<file path="config.mk">
export PLATFORM = sky130hd
export DESIGN_NAME = tx_ram_pkt_ctrl
export DESIGN_NICKNAME = d
export VERILOG_FILES = /design/src/rtl/tx_ram_pkt_ctrl.sv
export SDC_FILE = /design/constraint.sdc
export NUM_CORES = 1
export LEC_CHECK = 0
export BUFFER_PORTS_ARGS = -buffer_cell sky130_fd_sc_hd__buf_2
export CAP_MARGIN = 10
export CORE_MARGIN = 3
export CORE_UTILIZATION = 53
export DETAILED_ROUTE_END_ITERATION = 8
export MAX_ROUTING_LAYER = met4
export PLACE_DENSITY = 0.87
export SYNTH_ARGS = -nofsm -noshare
export SYNTH_HDL_FRONTEND = slang
export SYNTH_SLANG_ARGS = --single-unit
export TNS_END_PERCENT = 30
</file>
<file path="constraint.sdc">
create_clock -name clk -period 6.4 [get_ports clk]
set_input_delay 1.28 -clock clk [delete_from_list [all_inputs] [get_ports clk]]
set_output_delay 1.28 -clock clk [all_outputs]
set_load 0.02 [all_outputs]
</file>
<file path="src/rtl/tx_ram_pkt_ctrl.sv">
// Store-and-forward packet FIFO controller for the TX SDP RAM.
// Optional statistics counters: `define TX_RAM_CTRL_STAT_EN.
module tx_ram_pkt_ctrl #(
  parameter int ADDR_WIDTH  = 9,
  parameter int DATA_WIDTH  = 64,
  parameter int RAM_OUT_REG = 0
) (
  input  logic                  clk,
  input  logic                  rst_n,

  input  logic [DATA_WIDTH-1:0] s_data,
  input  logic                  s_last,
  input  logic                  s_valid,
  output logic                  s_ready,

  output logic [DATA_WIDTH-1:0] m_data,
  output logic                  m_last,
  output logic                  m_valid,
  input  logic                  m_ready,

  output logic [DATA_WIDTH:0]   ram_wr_data,
  output logic [ADDR_WIDTH-1:0] ram_wr_addr,
  output logic                  ram_wr_en,
  output logic [ADDR_WIDTH-1:0] ram_rd_addr,
  input  logic [DATA_WIDTH:0]   ram_rd_data,
  output logic                  ram_rst,

  output logic [ADDR_WIDTH:0]   level,
  output logic                  ovf_drop,
  output logic [31:0]           frame_cnt,
  output logic [15:0]           drop_cnt
);

  localparam int AW = ADDR_WIDTH;
  localparam int DW = DATA_WIDTH;
  localparam logic [AW:0] DEPTH = {1'b1, {AW{1'b0}}};
  localparam bit OREG = (RAM_OUT_REG != 0);

  typedef enum logic [1:0] {
    WR_IDLE,
    WR_FRAME,
    WR_DISCARD
  } wr_st_t;

  wr_st_t      wr_st;
  logic [AW:0] wr_ptr;
  logic [AW:0] cmt_ptr;
  logic [AW:0] rd_ptr;
  logic [AW:0] lvl;
  logic        full;
  logic        run;
  logic        acc;
  logic        ovf_hit;
  logic        ovf_q;

  logic [1:0]  ob_cnt;
  logic [DW:0] ob0;
  logic [DW:0] ob1;
  logic        infl_q;
  logic        push;
  logic        pop;
  logic [1:0]  occ_n;
  logic        rd_issue;

  assign ram_rst = ~rst_n;

  assign lvl   = wr_ptr - rd_ptr;
  assign full  = (lvl == DEPTH);
  assign level = lvl;

  assign s_ready = run &
    ((wr_st == WR_DISCARD) | ~full);

  assign acc = s_valid & s_ready;

  // A frame that alone fills the RAM can never commit.
  assign ovf_hit = (wr_st == WR_FRAME) &
    full & (cmt_ptr == rd_ptr);

  assign ram_wr_en   = acc & (wr_st != WR_DISCARD);
  assign ram_wr_addr = wr_ptr[AW-1:0];
  assign ram_wr_data = {s_last, s_data};
  assign ovf_drop    = ovf_q;

  always_ff @(posedge clk or negedge rst_n) begin
    if (!rst_n) begin
      wr_st   <= WR_IDLE;
      wr_ptr  <= '0;
      cmt_ptr <= '0;
      ovf_q   <= 1'b0;
      run     <= 1'b0;
    end else begin
      run   <= 1'b1;
      ovf_q <= 1'b0;
      unique case (wr_st)
        WR_IDLE, WR_FRAME: begin
          if (ovf_hit) begin
            wr_ptr <= cmt_ptr;
            ovf_q  <= 1'b1;
            wr_st  <= WR_DISCARD;
          end else if (acc) begin
            wr_ptr <= wr_ptr + 1'b1;
            if (s_last) begin
              cmt_ptr <= wr_ptr + 1'b1;
              wr_st   <= WR_IDLE;
            end else begin
              wr_st <= WR_FRAME;
            end
          end
        end
        WR_DISCARD: begin
          if (acc && s_last)
            wr_st <= WR_IDLE;
        end
        default: wr_st <= WR_IDLE;
      endcase
    end
  end

  assign m_valid = (ob_cnt != 2'd0);
  assign pop     = m_valid & m_ready;
  assign m_data  = ob0[DW-1:0];
  assign m_last  = ob0[DW];

  // Slot freed by this cycle's pop is credited so
  // a registered RAM output still streams 1 beat/clk.
  assign occ_n = ob_cnt + {1'b0, infl_q}
    - {1'b0, pop};

  assign rd_issue = (rd_ptr != cmt_ptr) &&
    (occ_n < 2'd2);

  assign push = OREG ? infl_q : rd_issue;

  assign ram_rd_addr = rd_ptr[AW-1:0];

  always_ff @(posedge clk or negedge rst_n) begin
    if (!rst_n) begin
      rd_ptr <= '0;
      infl_q <= 1'b0;
    end else begin
      infl_q <= OREG & rd_issue;
      if (rd_issue)
        rd_ptr <= rd_ptr + 1'b1;
    end
  end

  always_ff @(posedge clk or negedge rst_n) begin
    if (!rst_n) begin
      ob_cnt <= 2'd0;
      ob0    <= '0;
      ob1    <= '0;
    end else begin
      unique case (1'b1)
        push && !pop: begin
          if (ob_cnt == 2'd0)
            ob0 <= ram_rd_data;
          else
            ob1 <= ram_rd_data;
          ob_cnt <= ob_cnt + 2'd1;
        end
        !push && pop: begin
          ob0    <= ob1;
          ob_cnt <= ob_cnt - 2'd1;
        end
        push && pop: begin
          if (ob_cnt == 2'd1) begin
            ob0 <= ram_rd_data;
          end else begin
            ob0 <= ob1;
            ob1 <= ram_rd_data;
          end
        end
        default: ;
      endcase
    end
  end

`ifdef TX_RAM_CTRL_STAT_EN
  logic [31:0] frm_q;
  logic [15:0] drp_q;

  always_ff @(posedge clk or negedge rst_n) begin
    if (!rst_n) begin
      frm_q <= '0;
      drp_q <= '0;
    end else begin
      if (pop && m_last)
        frm_q <= frm_q + 32'd1;
      if (ovf_q && (drp_q != 16'hFFFF))
        drp_q <= drp_q + 16'd1;
    end
  end

  assign frame_cnt = frm_q;
  assign drop_cnt  = drp_q;
`else
  assign frame_cnt = '0;
  assign drop_cnt  = '0;
`endif

endmodule

</file>
# [Yosys cells after proc, flatten, opt, wreduce, memory -nomap -nowiden]
# Index checks and enable logic that the tools add are counted.
[word_totals] wordCells=74 input_bits=134 register_bits=166
[op_classes] reduce_logical=20 n_lt_le_gt_ge=1 add_sub_neg=6 bitwise=10 eq_ne=12 n_mux=16
[op_table] operator="2-to-1 mux 65 bit" count=4
[op_table] operator="case mux 65 bit (3 select lines)" count=1
[op_table] operator="case mux 65 bit (2 select lines)" count=1
[op_table] operator="adder 10 x 1 -> 10 bit (second input constant)" count=2
[op_table] operator="2-to-1 mux 10 bit" count=2
[op_table] operator="equality test 10 bit" count=1
[op_table] operator="equality test 10 bit (second input constant)" count=1
[op_table] operator="!= test 10 bit" count=1
[op_table] operator="subtractor 10 bit" count=1
[op_table] operator="case mux 2 bit (2 select lines)" count=2
[op_table] operator="nonzero test 2 bit" count=4
[op_table] operator="AND 1 bit" count=6
[op_table] operator="2-to-1 mux 2 bit" count=3
[op_table] operator="!= test 2 bit (second input constant)" count=3
[op_table] operator="AND reduction 2 bit" count=3
[op_table] operator="logical AND 1 bit" count=5
[op_table] operator="equality test 2 x 1 -> 1 bit (second input constant)" count=2
[op_table] operator="logical NOT 2 bit" count=2
[op_table] operator="!= test 2 x 1 -> 1 bit (second input constant)" count=2
[op_table] operator="AND reduction 4 bit" count=1
[op_table] operator="2-to-1 mux 1 bit" count=3
[op_table] operator="!= test 3 bit (second input constant)" count=1
[op_table] operator="inverter 1 bit" count=3
[op_table] operator="AND reduction 3 bit" count=1
[op_table] operator="9 further kinds" count=10

# [Depth between registers and ports, before layout]
# Gate-level depths: netlist of run 1.
[logic_depth] word_depth=9 ltp_mapped=16 mapped_depth_nobuf=13

# [Worst setup path before layout of run 1]
# No wires, ideal clock.
[synth_timing] path_type="register to output" start="register wr_ptr[0]" end="output s_ready" n_path_buf=1 path_stages_with_launch=12 arrival_ns=3.083 slack_ns=2.037 required_time_ns=5.120 cell_sequence="dfrtp_1 > inv_1 > ha_1 > inv_1 > fa_1 > a21o_1 > a221oi_4 > xnor2_1 > or4_1 > buf_2 > nor3_1 > a21boi_0"
[synth_between] elab_chain_cells=5
[synth_rtl] item="from (decl)" line_no="46" rtl="logic [AW:0] wr_ptr;"
[synth_rtl] item="from (signal assigned)" line_no="98" rtl="wr_ptr <= cmt_ptr;"
[synth_rtl] item="from (signal assigned)" line_no="102" rtl="wr_ptr <= wr_ptr + 1'b1;"
[synth_rtl] item="subtractor 10 bit" line_no="67" rtl="assign lvl = wr_ptr - rd_ptr;"
[synth_rtl] item="named net level[6]" line_no="28" rtl="output logic [ADDR_WIDTH:0] level,"
[synth_rtl] item="equality test 10 bit" line_no="68" rtl="assign full = (lvl == DEPTH);"
[synth_rtl] item="inverter 1 bit" line_no="72" rtl="((wr_st == WR_DISCARD) | ~full);"
[synth_rtl] item="OR 1 bit" line_no="72"
[synth_rtl] item="AND 1 bit" line_no="71" rtl="assign s_ready = run &"
[synth_rtl] item="to (decl)" line_no="14" rtl="output logic s_ready,"
# The timed path passes the listed nets, and every way through them passes these cells.

# [Worst setup path in the final report of run 1]
[layout_timing] start="register wr_ptr[0]" end="output s_ready"
[layout_between] elab_chain_cells=5
[layout_rtl] item="subtractor 10 bit" line_no="67"
[layout_rtl] item="equality test 10 bit" line_no="68"
[layout_rtl] item="inverter 1 bit" line_no="72"
[layout_rtl] item="OR 1 bit" line_no="72"
[layout_rtl] item="AND 1 bit" line_no="71"
# Every way passes these cells.

==> qor.yml, run 1 <==
detailed_routing:
  drtPass1Iterations: 5
  viasPerCell: 5.524
  avgRoutedWirePerCell_um: 18.39
  drt_wl_total_um: 20950
  dr_total_vias: 6292
  antenna_left: 0
  drt_iter0_markers: 386
  drc: 0
critical_path:
  cp_slowest_cell: "or4_1"
  crit_top_cell: "inv_1"
  cp-start-kind: "flop"
  slowest_delay_ns: 0.59
  crit_type: "reg2out"
  crit_chain: "inv_1, ha_1, inv_1, fa_1, xor2_1, or3_1, a211o_1, or4_1, nor3_1, a21boi_0, buf_2"
  critPathTopFamily: "simple AND/OR/NAND/NOR gates"
  crit_buf_inv: 3
  crit_path_end_kind: "output port"
  cp.required_ns: 5.12
  crit_arrival_ns: 3.76
  critPathMaxFanout: 9
die:
  die_y_um: 134.4
  core-area_sq_mm: 0.01600
  io-pin-count: 345
  initial_core_util_pct: 54.60
  fp.dieArea_sq_mm: 0.01806
  placementRows: 46
  die_w_um: 134.4
clock_tree:
  cts-root-buf: "clkbuf_16"
  insertion_delay_ns: 0.43
  numCtsBuffers: 17
  path_clk_slew_ns: 0.07
  cts_tree: "done"
  cts_hold_buf: 0
  post_cts_buffers: 0
  cts_resized: 0
  numClockSinks: 166
  clockBufferDepth: 2
  cts_max_level: 4
power:
  max-vdd-ir-drop_uv: 469.1
  p_leak_nw: 4.464
  power_density_mw_per_mm2: 590.1
cells_and_area:
  multi_input_area_sq_mm: 0.003525
  final_common_cell: "buf_2"
  syn_to_final_growth_pct: 9.625
  drive_gt1_share_pct: 30.73
  layout_common_cells: "buf_2 (167), dfrtp_1 (166), nand2_1 (90), o21ai_0 (79), a22oi_1 (68)"
  n_fill_cell: 1311
  nets: 1060
  regArea_sq_mm: 0.004154
timing:
  rsz0062_at_grt: "no"
  post-route-period-util_pct: 78.70
  period_minus_slack_ns: 5.037
  setup_viol: 0
  tightest_slew_ns: 1.111
  slew_headroom_pct: 25.76
  report.final.slew_viol_count: 0
  fmaxAchievable_mhz: 198.5
  finalSetupTns_ns: 0
  fin_ws_ns: 1.363
  final-hold-violation-count: 0
  fin_skew_ns: 0.01634
global_routing:
  antenna_found_initial: 2
  grt_max_degree: 113
  grt_pass1_vias: 6177
  grt_remaining_overflow: 0
  grt_pass1_wl_um: 32090
  track_usage_pct: 23.21
synth:
  ys.flop_type: "dfrtp_1"
  ys_types: 49
  syn_area_per_cell_sq_um: 10.39
  netlist_area_sq_mm: 0.008736
  synth_edf_count: 0
  async_flop_share_pct: 100.0
  synth-seq-cells: 166
  yosysSeqAreaShare_pct: 47.55
  ys.warnings.count: 0
  netlist_instances: 841
flow_run:
  drv_cap: 0
place:
  portBuffers: 168
  place_congestion: 0.8978
  post-dp-hpwl_um: 14980
  pre_cts_ws_ns: 1.830
outcome:
  status: "completed"
worst_hold_path:
  holdCritPathClass: "reg2reg"
worst min-delay path, delay by kind of cell (launching register included):
kind,cells,cell delay [ns]
flops,1,0.34
compound gates,1,0.06
simple gates,1,0.05
per-layer routing:
layer	global-route usage (%)	up-vias	part of all wire (%)
met3	7.989	45	9.2
li1	-	2909	-
met1	27.43	3040	39
met5	-	-	0
met2	37.18	298	49
met4	8.201	0	2.9
layout make-up:
cell class,instances,share of cell area (%)
flip-flops and latches,166,43.38
multi-input cells,520,36.80
repair buffers,179,9.838
clock buffers,17,4.442
well taps,216,2.822
clock inverters,14,1.685
inverters,25,0.9799
diodes,2,0.05226
stage by stage:
stage / total power [mW] / cells / cell area [sq um] / hold WS (ns) / util (%)
after global placement: 4.522 / 1106 / 8985 / 0.4562 / 56.15
final: 5.651 / 1139 / 9577 / 0.4745 / 59.85
after floorplan: 3.966 / 888 / 8912 / 0.4803 / -
after global routing: 6.027 / 1139 / 9577 / 0.5000 / 59.85
after CTS: 5.685 / 1137 / 9572 / 0.4807 / 59.82
after detailed placement: 4.648 / 1106 / 8985 / 0.4641 / 56.15
sequential cells by signal, summed over array words and instances (netlist names):
register	count
cmt_ptr	10
ob1	65
ovf_drop	1
wr_st	2
rd_ptr	10
wr_ptr	10
ob0	65
ob_cnt	2
run	1
path summary, 6_finish.rpt:
| kind | start | endpoint | slack [ns] | cells past startpoint |
|---|---|---|---|---|
| worst max-delay path | wr_ptr[0] | s_ready | 1.36 | 11 |
| worst min-delay path | ob0[53] | ob0[53] | 0.47 | 2 |
| worst max register to register | wr_ptr[0] | wr_ptr[2] | 2.42 | 11 |
| worst min register to register | ob0[53] | ob0[53] | 0.47 | 2 |
| max in group asynchronous | rst_n | ovf_drop | 3.75 | 3 |
| min in group asynchronous | rst_n | ob0[41] | 0.79 | 1 |
cells by family after synthesis:
logic type      synth area share, %
other cells                 0.08597
flops                         47.55
simple gates                  9.023
fa+ha+maj                     2.521
compound gates                13.99
mux                           8.851
buf+inv                       14.37
xor+xnor                      3.609
cells in the mapped netlist, drive strengths merged, types with 9 or more instances:
| cell | instances | area [sq um] |
|---|---|---|
| nand2 | 91 | 341.6 |
| a22oi | 68 | 510.5 |
| inv | 25 | 93.84 |
| xnor2 | 20 | 175.2 |
| dfrtp | 166 | 4154 |
| nand3 | 20 | 100.1 |
| buf | 137 | 1011 |
| ha | 16 | 200.2 |
| nor2 | 9 | 33.78 |
| clkbuf | 40 | 150.1 |
| o21ai | 79 | 395.4 |
| mux2 | 66 | 743.2 |
| xor2 | 16 | 140.1 |
power breakdown:
group / switching, mW / internal [mW]
Combinational: 1.63 / 1.12
Sequential: 0.342 / 1.54
Clock: 0.465 / 0.554
Total: 2.43 / 3.22
No activity file was read; power rests on OpenSTA's default activity.
==> run 2, diff against run 1 <==
- CORE_UTILIZATION: 53 -> 45
- PLACE_DENSITY: 0.87 -> 0.79
- clock period: 6.4 -> 4.5 ns (I/O delays scaled with it)
==> run 2 against run 1 <==
Effect of this change:
- clock-buffer cell count stayed put
- critical endpoint unchanged
- critical path depth stayed put
- non-clock buffer count is 6 higher
- combinational power is 46% higher
- hold slack worse by 0.023 ns
- sequential power is 41% higher
==> qor.yml, run 2 (synthesis results as in run 1) <==
power:
  p_leak_nw: 4.521  # was 4.464 nW
  max-vdd-ir-drop_uv: 442.0  # was 469.1 uV
  p_total_mw: 8.133  # was 5.651 mW
  power_density_mw_per_mm2: 833.6  # was 590.1 mW/mm^2
clock_tree:
  cts_resized: 0  # unchanged
  insertion_delay_ns: 0.43  # about the same
  numCtsBuffers: 17  # unchanged
  path_clk_slew_ns: 0.08  # was 0.07 ns
  post_cts_buffers: 0  # unchanged
  cts_hold_buf: 0  # unchanged
  cts_max_level: 4  # unchanged
  numClockSinks: 166  # unchanged
  cts_tree: "done"  # unchanged
  cts-root-buf: "clkbuf_16"  # unchanged
  clockBufferDepth: 2  # unchanged
outcome:
  status: "completed"  # unchanged
critical_path:
  r2r_start: "wr_ptr[0]"  # unchanged
  crit_cells: 11  # unchanged
  crit_chain: "inv_1, ha_1, inv_1, fa_1, a21o_1, a221oi_4, xnor2_1, or4_4, nor3_1, a21boi_0, buf_2"  # was inv_1, ha_1, inv_1, fa_1, xor2_1, or3_1, a211o_1, or4_1, nor3_1, a21boi_0, buf_2
  critPathTopFamily: "simple AND/OR/NAND/NOR gates"  # unchanged
  crit_arrival_ns: 3.38  # was 3.76 ns
  critPathMaxFanout: 9  # unchanged
  cp-start-kind: "flop"  # unchanged
  crit_top_cell: "inv_1"  # unchanged
  cp.required_ns: 3.60  # was 5.12 ns
  slowest_delay_ns: 0.61  # was 0.59 ns
  cp_slowest_cell: "or4_4"  # was or4_1
  crit_start: "wr_ptr[0]"  # unchanged
  crit_type: "reg2out"  # unchanged
  r2r_cells: 11  # unchanged
  crit_buf_inv: 3  # unchanged
  crit_path_end_kind: "output port"  # unchanged
timing:
  whs_ns: 0.4511  # was 0.4745 ns
  final-hold-violation-count: 0  # unchanged
  post-route-period-util_pct: 95.16
  fmaxAchievable_mhz: 233.5
  period_minus_slack_ns: 4.282
  setup_viol: 0  # unchanged
  tightest_slew_ns: 0.9884  # was 1.111 ns
  report.final.slew_viol_count: 0  # unchanged
  fin_skew_ns: 0.009987  # was 0.01634 ns
  slew_headroom_pct: 33.95  # was 25.76%
detailed_routing:
  dr_total_vias: 6225  # was 6292
  drtPass1Iterations: 5  # unchanged
  drc: 0  # unchanged
  drt_wl_total_um: 20940  # was 20950 um
  avgRoutedWirePerCell_um: 17.59  # was 18.39 um
  antenna_left: 0  # unchanged
  drt_iter0_markers: 347  # was 386
  viasPerCell: 5.231  # was 5.524
die:
  io-pin-count: 345  # unchanged
  placementRows: 50  # was 46
  fp.dieArea_sq_mm: 0.02112  # was 0.01806 sq mm
  core-area_sq_mm: 0.01889  # was 0.01600 sq mm
  die_w_um: 145.3  # was 134.4 um
  initial_core_util_pct: 46.24  # was 54.60%
  die_y_um: 145.3  # was 134.4 um
global_routing:
  grt_max_degree: 67  # was 113
  grt_pass1_wl_um: 33370  # was 32090 um
  track_usage_pct: 20.16  # was 23.21%
  grt_remaining_overflow: 0  # unchanged
  antenna_found_initial: 2  # unchanged
  grt_pass1_vias: 6274  # was 6177
place:
  dpl_cell_area_sq_mm: 0.009123  # was 0.008985 sq mm
  post-dp-hpwl_um: 14830  # was 14980 um
  dp.cells: 1156  # was 1106
  portBuffers: 168  # unchanged
  place_congestion: 0.8809  # was 0.8978
cells_and_area:
  reg_top3: "ob0 x65, ob1 x65"  # unchanged
  layout_common_cells: "buf_2 (167), dfrtp_1 (165), nand2_1 (90), o21ai_0 (79), a22oi_1 (68)"  # was buf_2 (167), dfrtp_1 (166), nand2_1 (90), o21ai_0 (79), a22oi_1 (68)
  nets: 1066  # was 1060
  final_util_pct: 51.64  # was 59.85%
  design_area_sq_mm: 0.009757  # was 0.009577 sq mm
  syn_to_final_growth_pct: 11.69  # was 9.625%
  final_cells: 1190  # was 1139
  final_common_cell: "buf_2"  # unchanged
  drive_gt1_share_pct: 31.68  # was 30.73%
flow_run:
  drv_cap: 0  # unchanged
worst_hold_path:
  holdCritPathClass: "in2async"  # was reg2reg
## run 2: changes by cell type in the layout (fill, tap and decap cells not counted), moves of 2 or more
cell,change
buf_12,+3
buf_4,+3
clkinv_8,+5
inv_6,-2
## run 2: layer usage
layer  vias up  track usage (%)  part of all wire (%)
met1      3018            24.06                    41
met2       255            32.74                    49
li1       2906                -                     -
met4         0            8.737                   3.1
met3        46            4.889                   6.8
met5         -                -                     0
## run 2: final timing paths
check                       endpoint  slack, ns
setup / recovery             s_ready       0.22
min in group clk             ob0[42]       0.47
hold reg to reg              ob0[42]       0.47
setup reg to reg           wr_ptr[2]       0.64
max in group asynchronous  wr_ptr[0]       2.93
hold / removal               ob1[44]       0.45
## run 2: through the flow
stage               worst slack, ns       TNS, ns
floorplan                    0.5169             0
global placement             0.6219             0
detailed placement           0.4631             0
CTS                         0.04978             0
global route           -0.000007327  -0.000007327
finish                       0.2176             0
## run 2: cell type report
| type | instances | area, sq um |
|---|---|---|
| diodes | 2 | 5.005 |
| clock buffers | 17 | 425.4 |
| clock inverters | 15 | 187.7 |
| fillers | 1729 | 9136 |
| inverters | 25 | 93.84 |
| multi-input cells | 520 | 3540 |
| flip-flops and latches | 166 | 4155 |
| well taps | 260 | 325.3 |
| repair buffers | 185 | 1025 |
## run 2: report_power, final
part / internal, mW / switching, mW / leakage [nW]
clock: 0.756 / 0.707 / 0.294
sequential: 2.19 / 0.473 / 2.01
combinational: 1.66 / 2.35 / 2.21
total: 4.61 / 3.53 / 4.52
==> run 3, diff against run 2 <==
- PLACE_DENSITY: 0.79 -> not set
- PLACE_DENSITY_LB_ADDON: not set -> 0.25
==> run 3 against run 2 <==
Effect of this change:
- final area increased by 0.82%
- flip-flop and latch count unchanged
- clock power increased by 3%
- combinational power increased by 3%
- global-route usage decreased by 0.085 points
- non-clock buffer count increased by 6
- register-to-register slack improved by 0.07 ns
- hold slack improved by 0.0014 ns
- die area unchanged
- utilization increased by 0.42 points
- highest routed layer unchanged
==> qor.yml, run 3 (synthesis results as in run 1) <==
timing:
  period_minus_slack_ns: 4.254  # was 4.282 ns
  post-route-period-util_pct: 94.53  # was 95.16%
  fin_skew_ns: 0.01445  # was 0.009987 ns
  fmaxAchievable_mhz: 235.1  # was 233.5 MHz
  setup_viol: 0  # unchanged
  fin_ws_ns: 0.2460  # was 0.2176 ns
  slew_headroom_pct: 28.81  # was 33.95%
  rsz0062_at_grt: "no"
  finalSetupTns_ns: 0  # unchanged
  final-hold-violation-count: 0  # unchanged
  tightest_slew_ns: 1.063  # was 0.9884 ns
  report.final.slew_viol_count: 0  # unchanged
place:
  place_congestion: 0.8099  # was 0.8809
  portBuffers: 168  # unchanged
  post-dp-hpwl_um: 15050  # was 14830 um
  pre_cts_ws_ns: 0.5657  # was 0.4631 ns
detailed_routing:
  antenna_left: 0  # unchanged
  drt_wl_total_um: 20760  # was 20940 um
  drc: 0  # unchanged
  viasPerCell: 5.046  # was 5.231
  drt_iter0_markers: 281  # was 347
  drtPass1Iterations: 6  # was 5
  dr_total_vias: 6045  # was 6225
  avgRoutedWirePerCell_um: 17.33  # was 17.59 um
global_routing:
  antenna_found_initial: 4  # was 2
  track_usage_pct: 20.07  # was 20.16%
  grt_remaining_overflow: 0  # unchanged
  grt_max_degree: 70  # was 67
  grt_pass1_wl_um: 32770  # was 33370 um
  grt_pass1_vias: 5860  # was 6274
cells_and_area:
  drive_gt1_share_pct: 31.91  # was 31.68%
  syn_to_final_growth_pct: 12.60  # was 11.69%
  reg_top3: "ob0 x65, ob1 x65"  # unchanged
  layout_common_cells: "buf_2 (167), dfrtp_1 (166), nand2_1 (90), o21ai_0 (79), a22oi_1 (68)"  # was buf_2 (167), dfrtp_1 (165), nand2_1 (90), o21ai_0 (79), a22oi_1 (68)
  n_fill_cell: 1754  # was 1729
  final_common_cell: "buf_2"  # unchanged
  nets: 1072  # was 1066
clock_tree:
  path_clk_slew_ns: 0.07  # was 0.08 ns
  cts-root-buf: "clkbuf_16"  # unchanged
  numCtsBuffers: 17  # unchanged
  post_cts_buffers: 0  # unchanged
  cts_tree: "done"  # unchanged
  cts_hold_buf: 0  # unchanged
  numClockSinks: 166  # unchanged
  clockBufferDepth: 2  # unchanged
  cts_max_level: 4  # unchanged
  insertion_delay_ns: 0.43  # about the same
critical_path:
  critPathMaxFanout: 7  # was 9
  cp.required_ns: 3.60  # about the same
  crit_type: "reg2out"  # unchanged
  crit_start: "rd_ptr[4]"  # was wr_ptr[0]
  r2r_start: "wr_ptr[0]"  # unchanged
  crit_path_end_kind: "output port"  # unchanged
  cp-start-kind: "flop"  # unchanged
  crit_arrival_ns: 3.35  # was 3.38 ns
power:
  max-vdd-ir-drop_uv: 327.8  # was 442.0 uV
  p_total_mw: 8.269  # was 8.133 mW
  p_leak_nw: 4.566  # was 4.521 nW
  power_density_mw_per_mm2: 840.6  # was 833.6 mW/mm^2
worst_hold_path:
  holdCritPathClass: "in2async"  # unchanged
flow_run:
  drv_cap: 0  # unchanged
die:
  initial_core_util_pct: 46.24  # unchanged
  placementRows: 50  # unchanged
  fp.dieArea_sq_mm: 0.02112  # unchanged
  die_w_um: 145.3  # unchanged
  core-area_sq_mm: 0.01889  # unchanged
  die_y_um: 145.3  # unchanged
  io-pin-count: 345  # unchanged
outcome:
  status: "completed"  # unchanged
## run 3: routing by layer
metal  global-route usage, %  up-vias  wire (um)
met5                       -        -          0
li1                        -     2925          -
met3                   7.256       27       1694
met1                   24.77     2855       8634
met2                   31.22      238      10070
met4                   5.935        0        359
## run 3: cell type report
class,instances,area (sq um),share of cell area [%]
flip-flops and latches,166,4154,42.23
repair buffers,191,1107,11.26
diodes,4,10.01,0.1018
inverters,25,93.84,0.9540
clock inverters,15,187.7,1.908
multi-input cells,520,3533,35.92
clock buffers,17,425.4,4.325
well taps,260,325.3,3.307
## run 3: worst paths after layout
| check | slack, ns | to | cells past startpoint |
|---|---|---|---|
| worst min register to register | 0.47 | ob0[48] | 2 |
| min in group clk | 0.47 | ob0[48] | 2 |
| worst min-delay path | 0.45 | ob1[53] | 1 |
| worst max-delay path | 0.25 | s_ready | 10 |
| worst max register to register | 0.71 | wr_ptr[2] | 12 |
| max in group asynchronous | 2.71 | wr_ptr[3] | 2 |
## run 3: power breakdown
part	internal (mW)	total [mW]	leakage, nW	switching (mW)
Combinational	1.79	4.12	2.26	2.33
Clock	0.803	1.50	0.294	0.693
Sequential	2.19	2.65	2.01	0.463
Total	4.78	8.27	4.57	3.49
## run 3: stage by stage
stage / instance area, sq um / hold WS, ns / util (%) / std cells
4_1_cts: 9818 / 0.4769 / 51.97 / 1194
5_1_grt: 9837 / 0.4837 / 52.07 / 1198
3_5_place_dp: 9205 / 0.4646 / 48.72 / 1162
3_3_place_gp: 9205 / 0.4575 / 48.72 / 1162
2_1_floorplan: 8912 / 0.4803 / - / 888
6_report: 9837 / 0.4525 / 52.07 / 1198
## run 3: what timing repair did
action / in CTS / in global routing
endpoints found under the setup margin: 0 / 2
hold endpoints to repair: 0 / 0
gates resized for setup: 0 / 2
## run 3: critical path, stage by stage (launching register included)
cell and delay [ns]:
dfrtp_1 0.48, inv_1 0.11, ha_1 0.36, a21o_1 0.24, a31o_1 0.22, nor2_1 0.17
o21ai_0 0.18, xor2_1 0.64, nor3_2 0.13, a21boi_0 0.20, buf_2 0.19
